[config.mk]
export PLATFORM = sky130hd
export DESIGN_NAME = mem_access_unit
export DESIGN_NICKNAME = d
export VERILOG_FILES = /design/src/rtl/mau_pkg.sv /design/src/rtl/mem_access_unit_lane_align.sv /design/src/rtl/mem_access_unit.sv
export SDC_FILE = /design/constraint.sdc
export NUM_CORES = 1
export LEC_CHECK = 0
export BUFFER_PORTS_ARGS = -buffer_cell sky130_fd_sc_hd__buf_2
export CAP_MARGIN = 10
export CORE_MARGIN = 2
export CORE_UTILIZATION = 45
export CTS_BUF_LIST = sky130_fd_sc_hd__clkbuf_8
export CTS_CLUSTER_DIAMETER = 60
export CTS_CLUSTER_SIZE = 25
export DETAILED_ROUTE_END_ITERATION = 12
export PLACE_DENSITY_LB_ADDON = 0.3
export SKIP_CTS_REPAIR_TIMING = 1
export SLEW_MARGIN = 10
export SYNTH_ARGS = -nofsm -noshare
export SYNTH_HDL_FRONTEND = slang
export SYNTH_HIERARCHICAL = 1
export SYNTH_SLANG_ARGS = --single-unit
[constraint.sdc]
create_clock -name clk -period 2.85 [get_ports clk]
set_input_delay 0 -clock clk [delete_from_list [all_inputs] [get_ports clk]]
set_output_delay 0 -clock clk [all_outputs]
set_load 0.05 [all_outputs]
[src/rtl/mau_pkg.sv]
// Shared types, size encodings and alignment check for the load/store unit.
package mau_pkg;

  localparam logic [1:0] SIZE_B = 2'b00;
  localparam logic [1:0] SIZE_H = 2'b01;
  localparam logic [1:0] SIZE_W = 2'b10;

  typedef enum logic [2:0] {
    IDLE     = 3'd0,
    ACCESS   = 3'd1,
    RMW_READ = 3'd2,
    WRITE    = 3'd3,
    RESP     = 3'd4
  } mau_state_e;

  // Size 11 is never legal; halves need even, words need 4-byte alignment.
  function automatic logic misaligned(input logic [1:0] size, input logic [1:0] lo);
    logic bad;
    case (size)
      SIZE_B:  bad = 1'b0;
      SIZE_H:  bad = lo[0];
      SIZE_W:  bad = |lo;
      default: bad = 1'b1;
    endcase
    return bad;
  endfunction

endpackage

[src/rtl/mem_access_unit_lane_align.sv]
// Little-endian lane extraction/extension for loads and lane merge for stores.
module lane_align
  import mau_pkg::*;
(
  input  logic [31:0] word,
  input  logic [1:0]  offset,
  input  logic [1:0]  size,
  input  logic        sign,
  input  logic [31:0] data,
  output logic [31:0] ext,
  output logic [31:0] merged
);

  logic [4:0]  sh_b;
  logic [4:0]  sh_h;
  logic [31:0] word_b;
  logic [31:0] word_h;

  assign sh_b   = {offset, 3'b000};
  assign sh_h   = {offset[1], 4'b0000};
  assign word_b = word >> sh_b;
  assign word_h = word >> sh_h;

  always_comb begin
    ext    = word;
    merged = data;
    case (size)
      SIZE_B: begin
        ext    = {{24{sign & word_b[7]}}, word_b[7:0]};
        merged = (word & ~(32'h0000_00FF << sh_b)) | ({24'b0, data[7:0]} << sh_b);
      end
      SIZE_H: begin
        ext    = {{16{sign & word_h[15]}}, word_h[15:0]};
        merged = (word & ~(32'h0000_FFFF << sh_h)) | ({16'b0, data[15:0]} << sh_h);
      end
      default: begin
        ext    = word;
        merged = data;
      end
    endcase
  end

endmodule

[src/rtl/mem_access_unit.sv]
// Load/store initiator: one request at a time, read-modify-write for sub-word stores.
module mem_access_unit
  import mau_pkg::*;
#(
  parameter int ADDR_W = 32,
  parameter int DATA_W = 32
) (
  input  logic              clk,
  input  logic              rst,
  input  logic              req_valid,
  output logic              req_ready,
  input  logic              req_we,
  input  logic [1:0]        req_size,
  input  logic              req_signed,
  input  logic [ADDR_W-1:0] req_addr,
  input  logic [DATA_W-1:0] req_wdata,
  output logic              resp_valid,
  output logic [DATA_W-1:0] resp_rdata,
  output logic              resp_err,
  output logic [ADDR_W-1:0] mem_addr,
  output logic              mem_we,
  output logic [DATA_W-1:0] mem_wdata,
  input  logic [DATA_W-1:0] mem_rdata,
  output mau_state_e        dbg_state
);

  // Handshake: a request is taken on a rising edge where req_valid && req_ready;
  // resp_valid is a single-cycle pulse with no backpressure.

  mau_state_e        state_q, state_d;
  logic [ADDR_W-1:0] addr_q;
  logic [1:0]        size_q;
  logic              sign_q;
  logic [DATA_W-1:0] wdata_q;
  logic [DATA_W-1:0] merge_q;
  logic [DATA_W-1:0] rdata_q;
  logic              err_q;
  logic              req_bad;
  logic [DATA_W-1:0] align_word;
  logic [DATA_W-1:0] align_ext;
  logic [DATA_W-1:0] align_merged;

  assign req_bad = misaligned(req_size, req_addr[1:0]);

  always_ff @(posedge clk) begin
    if (rst) begin
      state_q <= IDLE;
      addr_q  <= '0;
      size_q  <= SIZE_B;
      sign_q  <= 1'b0;
      wdata_q <= '0;
      merge_q <= '0;
      rdata_q <= '0;
      err_q   <= 1'b0;
    end else begin
      state_q <= state_d;
      if (state_q == IDLE && req_valid) begin
        addr_q  <= req_addr;
        size_q  <= req_size;
        sign_q  <= req_signed;
        wdata_q <= req_wdata;
        rdata_q <= '0;
        err_q   <= req_bad;
      end
      if (state_q == ACCESS)   rdata_q <= align_ext;
      if (state_q == RMW_READ) merge_q <= mem_rdata;
    end
  end

  always_comb begin
    state_d = state_q;
    case (state_q)
      IDLE: begin
        if (req_valid) begin
          if (req_bad)             state_d = RESP;
          else if (!req_we)        state_d = ACCESS;
          else if (req_size == SIZE_W) state_d = WRITE;
          else                     state_d = RMW_READ;
        end
      end
      ACCESS:   state_d = RESP;
      RMW_READ: state_d = WRITE;
      WRITE:    state_d = RESP;
      RESP:     state_d = IDLE;
      default:  state_d = IDLE;
    endcase
  end

  // Loads extract from live read data; stores merge into the word captured in RMW_READ.
  assign align_word = (state_q == WRITE) ? merge_q : mem_rdata;

  lane_align u_lane_align (
    .word   (align_word),
    .offset (addr_q[1:0]),
    .size   (size_q),
    .sign   (sign_q),
    .data   (wdata_q),
    .ext    (align_ext),
    .merged (align_merged)
  );

  assign req_ready  = (state_q == IDLE);
  assign resp_valid = (state_q == RESP);
  assign resp_rdata = rdata_q;
  assign resp_err   = err_q;
  assign mem_addr   = {addr_q[ADDR_W-1:2], 2'b00};
  assign mem_we     = (state_q == WRITE) && !rst;
  assign mem_wdata  = (state_q == WRITE) ? align_merged : '0;
  assign dbg_state  = state_q;

endmodule

After elaboration in Yosys (flattened, before gate mapping)
Index checks and enable logic that the tools add are counted.
{"block": "word_totals", "output_inout_bits": 103, "latchBits": 0, "inputBits": 103, "reg_bits": 135, "ramBits": 0, "mem_bits_ro": 0, "n_memories": 0}
{"block": "op_classes", "eq_ne": 8, "n_bitwise": 8, "n_mul": 0, "shift": 6, "order_cmp": 0, "n_div": 0, "muxes": 12, "n_addsub": 0, "reduce_logical": 9}
{"op": "two-way mux 32 bit", "n": 4}
{"op": "case mux 32 bit (2 select lines)", "n": 2}
{"op": "AND 32 bit", "n": 2}
{"op": "NOT 32 bit", "n": 2}
{"op": "OR 32 bit", "n": 2}
{"op": "left shift 16 x 5 -> 32 bit", "n": 1}
{"op": "left shift 16 x 5 -> 32 bit, first input constant", "n": 1}
{"op": "left shift 8 x 5 -> 32 bit", "n": 1}
{"op": "left shift 8 x 5 -> 32 bit, first input constant", "n": 1}
{"op": "right shift 32 x 5 -> 16 bit", "n": 1}
{"op": "right shift 32 x 5 -> 8 bit", "n": 1}
{"op": "case mux 3 bit (3 select lines)", "n": 1}
{"op": "equality test 3 x 2 -> 1 bit, second input constant", "n": 2}
{"op": "two-way mux 3 bit", "n": 2}
{"op": "equality test 2 x 1 -> 1 bit, second input constant", "n": 2}
{"op": "zero test 2 bit", "n": 2}
{"op": "OR reduction 2 bit", "n": 2}
{"op": "equality test 3 x 1 -> 1 bit, second input constant", "n": 1}
{"op": "equality test 3 bit, second input constant", "n": 1}
{"op": "zero test 3 bit", "n": 1}
{"op": "case mux 1 bit (3 select lines)", "n": 1}
{"op": "AND 1 bit", "n": 2}
{"op": "equality test 2 bit, second input constant", "n": 1}
{"op": "logical AND 1 bit", "n": 2}
{"op": "other kinds (5)", "n": 5}

Logic depth before layout (Yosys ltp)
{"block": "depth", "depth_word": 6, "mapped_depth": 11, "depth_no_buf": 7}

Cells and area by module
Netlist, hierarchy kept.
{"module": "mem_access_unit", "instances": 1, "area_per_inst_um2": 5432.7, "cells_per_inst": 642}
{"module": "lane_align", "instances": 1, "area_per_inst_um2": 1524.0, "cells_per_inst": 221}

Worst setup path before layout
OpenSTA, ideal clock, no wires.
{"block": "synth_path", "path_kind": "reg-to-reg", "startpoint": "reg state_q[0] (netlist: dbg_state[0])", "endpoint": "reg rdata_q[10] (netlist: resp_rdata[10])", "setup_ns": 0.117, "setup_slack_ns": -0.321, "required_time_ns": 2.733, "arrival_ns": 3.055, "stages_incl_launch_ff": 12, "path_cell_list": "dfxtp_1 buf_2 nand2_1 or2_1 clkbuf_1 buf_2 mux2_2 mux4_2 and3_1 buf_6 a221o_1 a22o_1"}
{"block": "synth_between", "elab_chain_cells": 6, "elab_cells_between_ends": 11, "cone_classes": "eq/ne: 2; shift: 2; mux: 3; bitwise: 1; reduce/logical: 3"}
{"element": "from (decl)", "line_no": "mem_access_unit.sv:30", "source": "mau_state_e state_q, state_d;"}
{"element": "from (signal assigned)", "line_no": "mem_access_unit.sv:56", "source": "state_q <= state_d;"}
{"element": "equality test 3 x 2 -> 1 bit", "line_no": "mem_access_unit.sv:90", "source": "assign align_word = (state_q == WRITE) ? merge_q : mem_rdata;"}
{"element": "two-way mux 32 bit", "line_no": "mem_access_unit.sv:90"}
{"element": "via align_word[15]", "line_no": "mem_access_unit.sv:39", "source": "logic [DATA_W-1:0] align_word;"}
{"element": "right shift 32 x 5 -> 8 bit", "line_no": "mem_access_unit_lane_align.sv:21", "source": "assign word_b = word >> sh_b;"}
{"element": "AND 1 bit", "line_no": "mem_access_unit_lane_align.sv:29", "source": "ext = {{24{sign & word_b[7]}}, word_b[7:0]};"}
{"element": "case mux 32 bit (2 select lines)", "line_no": "mem_access_unit_lane_align.sv:27", "source": "case (size)"}
{"element": "via align_ext[10]", "line_no": "mem_access_unit.sv:40", "source": "logic [DATA_W-1:0] align_ext;"}
{"element": "two-way mux 32 bit", "line_no": "mem_access_unit.sv:65", "source": "if (state_q == ACCESS) rdata_q <= align_ext;"}
{"element": "to (signal assigned)", "line_no": "mem_access_unit.sv:65"}
{"element": "to (decl)", "line_no": "mem_access_unit.sv:36", "source": "logic [DATA_W-1:0] rdata_q;"}
The timed path passes the listed nets, and every way through them passes these cells.
A chain may end at the register's enable or synchronous reset.

Final worst setup path
{"block": "layout_path", "startpoint": "reg state_q[0] (netlist: dbg_state[0])", "endpoint": "out mem_wdata[26]"}
{"block": "layout_between", "elab_chain_cells": 6, "elab_cells_between_ends": 8, "cone_classes": "eq/ne: 1; mux: 3; bitwise: 4"}
{"element": "equality test 3 x 2 -> 1 bit *", "line_no": "mem_access_unit.sv:90"}
{"element": "two-way mux 32 bit *", "line_no": "mem_access_unit.sv:90"}
{"element": "via align_word[26]", "line_no": "mem_access_unit.sv:39"}
{"element": "AND 32 bit, on equally long branches", "line_no": "mem_access_unit_lane_align.sv:34, mem_access_unit_lane_align.sv:30"}
{"element": "OR 32 bit, on equally long branches", "line_no": "mem_access_unit_lane_align.sv:34, mem_access_unit_lane_align.sv:30"}
{"element": "case mux 32 bit (2 select lines) *", "line_no": "mem_access_unit_lane_align.sv:27"}
{"element": "via align_merged[26]", "line_no": "mem_access_unit.sv:41", "source": "logic [DATA_W-1:0] align_merged;"}
{"element": "two-way mux 32 bit *", "line_no": "mem_access_unit.sv:108", "source": "assign mem_wdata = (state_q == WRITE) ? align_merged : '0;"}
{"element": "to (decl)", "line_no": "mem_access_unit.sv:22", "source": "output logic [DATA_W-1:0] mem_wdata,"}
The timed path passes the listed nets; every way through them passes the cells marked *.

==> flow_summary.toml <==
[status]
outcome = "complete, no violations"

[global_route]
grt-ovfl-total = 0
grt_max_degree = 65
antenna_found_initial = 0
grt.total_usage = 0.255
grt_pass1_wl_mm = 32.1
grt_pass1_vias = 6032

[drt]
drc = 0
dr.pass1.iters = 5
first_iter_violations = 609
drt_wl_total_mm = 23.3
viasPerCell = 5.44
ant_nets = 0
wl_per_cell_um = 17.8
vias = 7117

[critical_path]
cp_slowest_stage_delay_ns = 0.44
r2r_cells = 6
endpoint_kind = "primary output"
r2r_slack_ns = 0.26
path_buf_inv = 2
crit_required_ns = 2.85
crit_path_cell_trace = "nand2_1 -> or2_4 -> buf_12 -> mux2_2 -> a211o_1 -> o22a_1 -> and2_1 -> buf_2"
cp_slowest_cell = "dfxtp_4"
crit_arrival_ns = 2.67
cp-startpoint = "dbg_state[0]"
crit_type = "reg2out"
cp_max_fo = 29
r2r-end = "addr_q[24]"
r2r_start = "dbg_state[2]"
start_kind = "register"
crit_family = "simple AND/OR/NAND/NOR gates"

[power]
max-vdd-ir-drop_mv = 0.388
p_comb_frac = 0.243
p_sw_mw = 1.49
power_leakage_nw = 4.14
power_density_nw_per_um2 = 507
clockPowerShare = 0.321
p_int_mw = 3.25
switching_share = 0.315
p_seq_frac = 0.437

[placement]
hpwl_mm = 15.2
gp_congestion = 0.950
portBuffers = 203

[min_path]
hp-start = "req_wdata[29]"
hold_end = "wdata_q[29]"
hp-class = "in2reg"
min_path_cells = 4

[layout]
fill_cells = 1353
drive_gt1_frac = 0.278
syn_to_final_growth_pct = 34.3
fin_util = 0.617
diodes = 0
final_common_cell = "nand2_1"
final_nets = 1211
layout_common_cells = "nand2_1, buf_2, a21oi_1, dfxtp_1, dlygate4sd3_1"

[clock_tree]
clk_path_buf_depth = 2
root_buffer = "clkbuf_8"
cts_buffers = 17
clock_latency_ns = 0.46
tritoncts = "done"
cts.clk_slew.worst_paths_ns = 0.08
cts_num_sinks = 135
h-tree-depth = 4

[floorplan]
die_y_um = 128
die_w_um = 128
core-area_um2 = 15100
start_util = 0.459
core.rowCount = 45
dieArea_um2 = 16500
pin_count = 206

[timing]
fmaxAchievable_ghz = 0.374
drv_slew = 0
hold_viol = 0
setup_viol = 0
min_period_over_period = 0.938
fin_setup_tns_ns = 0
worstMarginPinSlew_ns = 1.16
relSlewSlack = 0.227
finalCriticalPeriod_ns = 2.67
rsz0062_at_grt = "false"
clock_skew_ns = 0.0128

[synthesis]
netlist_area_um2 = 6960
yosysWarnings = 6
synth_area_per_cell_um2 = 8.06
synth_enable_flop_cells = 0
ys_async_sr_fraction = 0
yosysUniqueCellTypes = 47
seq_area_frac_synth = 0.388
synth_flop_cell = "dfxtp_1"
ys_ff_latch = 135
syn_inst = 863

[job]
cap_violations = 0
[final cells by class]
type,instances,area (µm²),share of cell area
clock inverters,12,113,0.0120
repair buffers,335,2310,0.247
inverters,4,15.0,0.00161
well taps,188,235,0.0252
clock buffers,19,262,0.0280
multi-input cells,615,3700,0.396
flip-flops and latches,135,2710,0.290
[routing by layer]
| metal | vias up | track usage | routed length (µm) |
|---|---|---|---|
| met3 | 54 | 0.0832 | 1920 |
| met1 | 3257 | 0.323 | 9760 |
| met2 | 343 | 0.397 | 11000 |
| met4 | 0 | 0.113 | 624 |
| met5 | - | 0 | 0 |
| li1 | 3463 | - | - |
[cells by family after synthesis]
group                  synth area share
other                          0.000539
multiplexers                     0.0797
buffers and inverters            0.0853
flip-flops                        0.388
AND/OR/NAND/NOR                   0.216
AO/OA/AOI/OAI                     0.230
[cells in the mapped netlist (2+ instances only)]
cell      count  share of area
a22o_1       39          0.049
o21ai_0       2         0.0014
mux2_2       41          0.066
nand2b_1     12          0.011
nand3_1       9         0.0065
buf_2        21          0.015
o22a_1        7         0.0088
or2_2         3         0.0027
nor3b_1       2         0.0022
nor4b_2       2         0.0043
or3b_2        2         0.0025
a221o_1      30          0.043
a211o_1       7         0.0088
a211oi_1      4         0.0043
nor2b_1       6         0.0054
and2_1       40          0.036
and3_1       12          0.011
o21a_1        2         0.0022
buf_6         2         0.0032
buf_4        33          0.036
nor2_1       14         0.0076
dfxtp_1     135           0.39
nand3b_1      7         0.0076
mux2i_1       7          0.010
nor3_1        3         0.0022
nand2_1     204           0.11
a21oi_1     143           0.10
buf_1         2         0.0011
inv_1         3         0.0016
clkbuf_1     52          0.028
[worst max-delay path by stage]
stage | slack (ns) | cells after the start | to
2_1_floorplan | 0.01 | 11 | resp_rdata[10]
3_3_place_gp | 0.36 | 7 | resp_rdata[13]
3_5_place_dp | 0.34 | 7 | resp_rdata[12]
4_1_cts | -0.1 | 9 | mem_wdata[24]
5_1_grt | 0.08 | 9 | mem_wdata[24]
6_report | 0.18 | 8 | mem_wdata[26]
[power groups by stage]
stage	logic, mW	registers [mW]	clock network, mW
global placement	1.00	2.10	0
global route	1.24	2.08	1.63
detailed placement	1.00	2.11	0
floorplan	0.741	2.11	0
finish	1.15	2.07	1.52
CTS	1.01	2.07	1.56
[worst min-delay path: stages]
cell and delay (ns):
dlygate4sd3_1 0.53, buf_2 0.12, nand2_1 0.05, a21oi_1 0.05
[through the flow]
step / setup WS, ns / instance area, µm² / total power [mW] / instances / hold slack [ns]
after global routing: 0.0804 / 9350 / 4.95 / 1308 / 0.322
after CTS: -0.0980 / 8210 / 4.63 / 1197 / -0.265
after detailed placement: 0.340 / 7840 / 3.11 / 1166 / 0.246
final: 0.175 / 9350 / 4.74 / 1308 / 0.323
after global placement: 0.361 / 7840 / 3.10 / 1166 / 0.240
after floorplan: 0.0136 / 6980 / 2.85 / 864 / 0.136
[flip-flops by register name, indices dropped and copies added (netlist names)]
register and count:
dbg_state 3, resp_err 1, addr_q 32, resp_rdata 32, sign_q 1, wdata_q 32, merge_q 32, size_q 2
No activity file was read; power rests on OpenSTA's default activity.
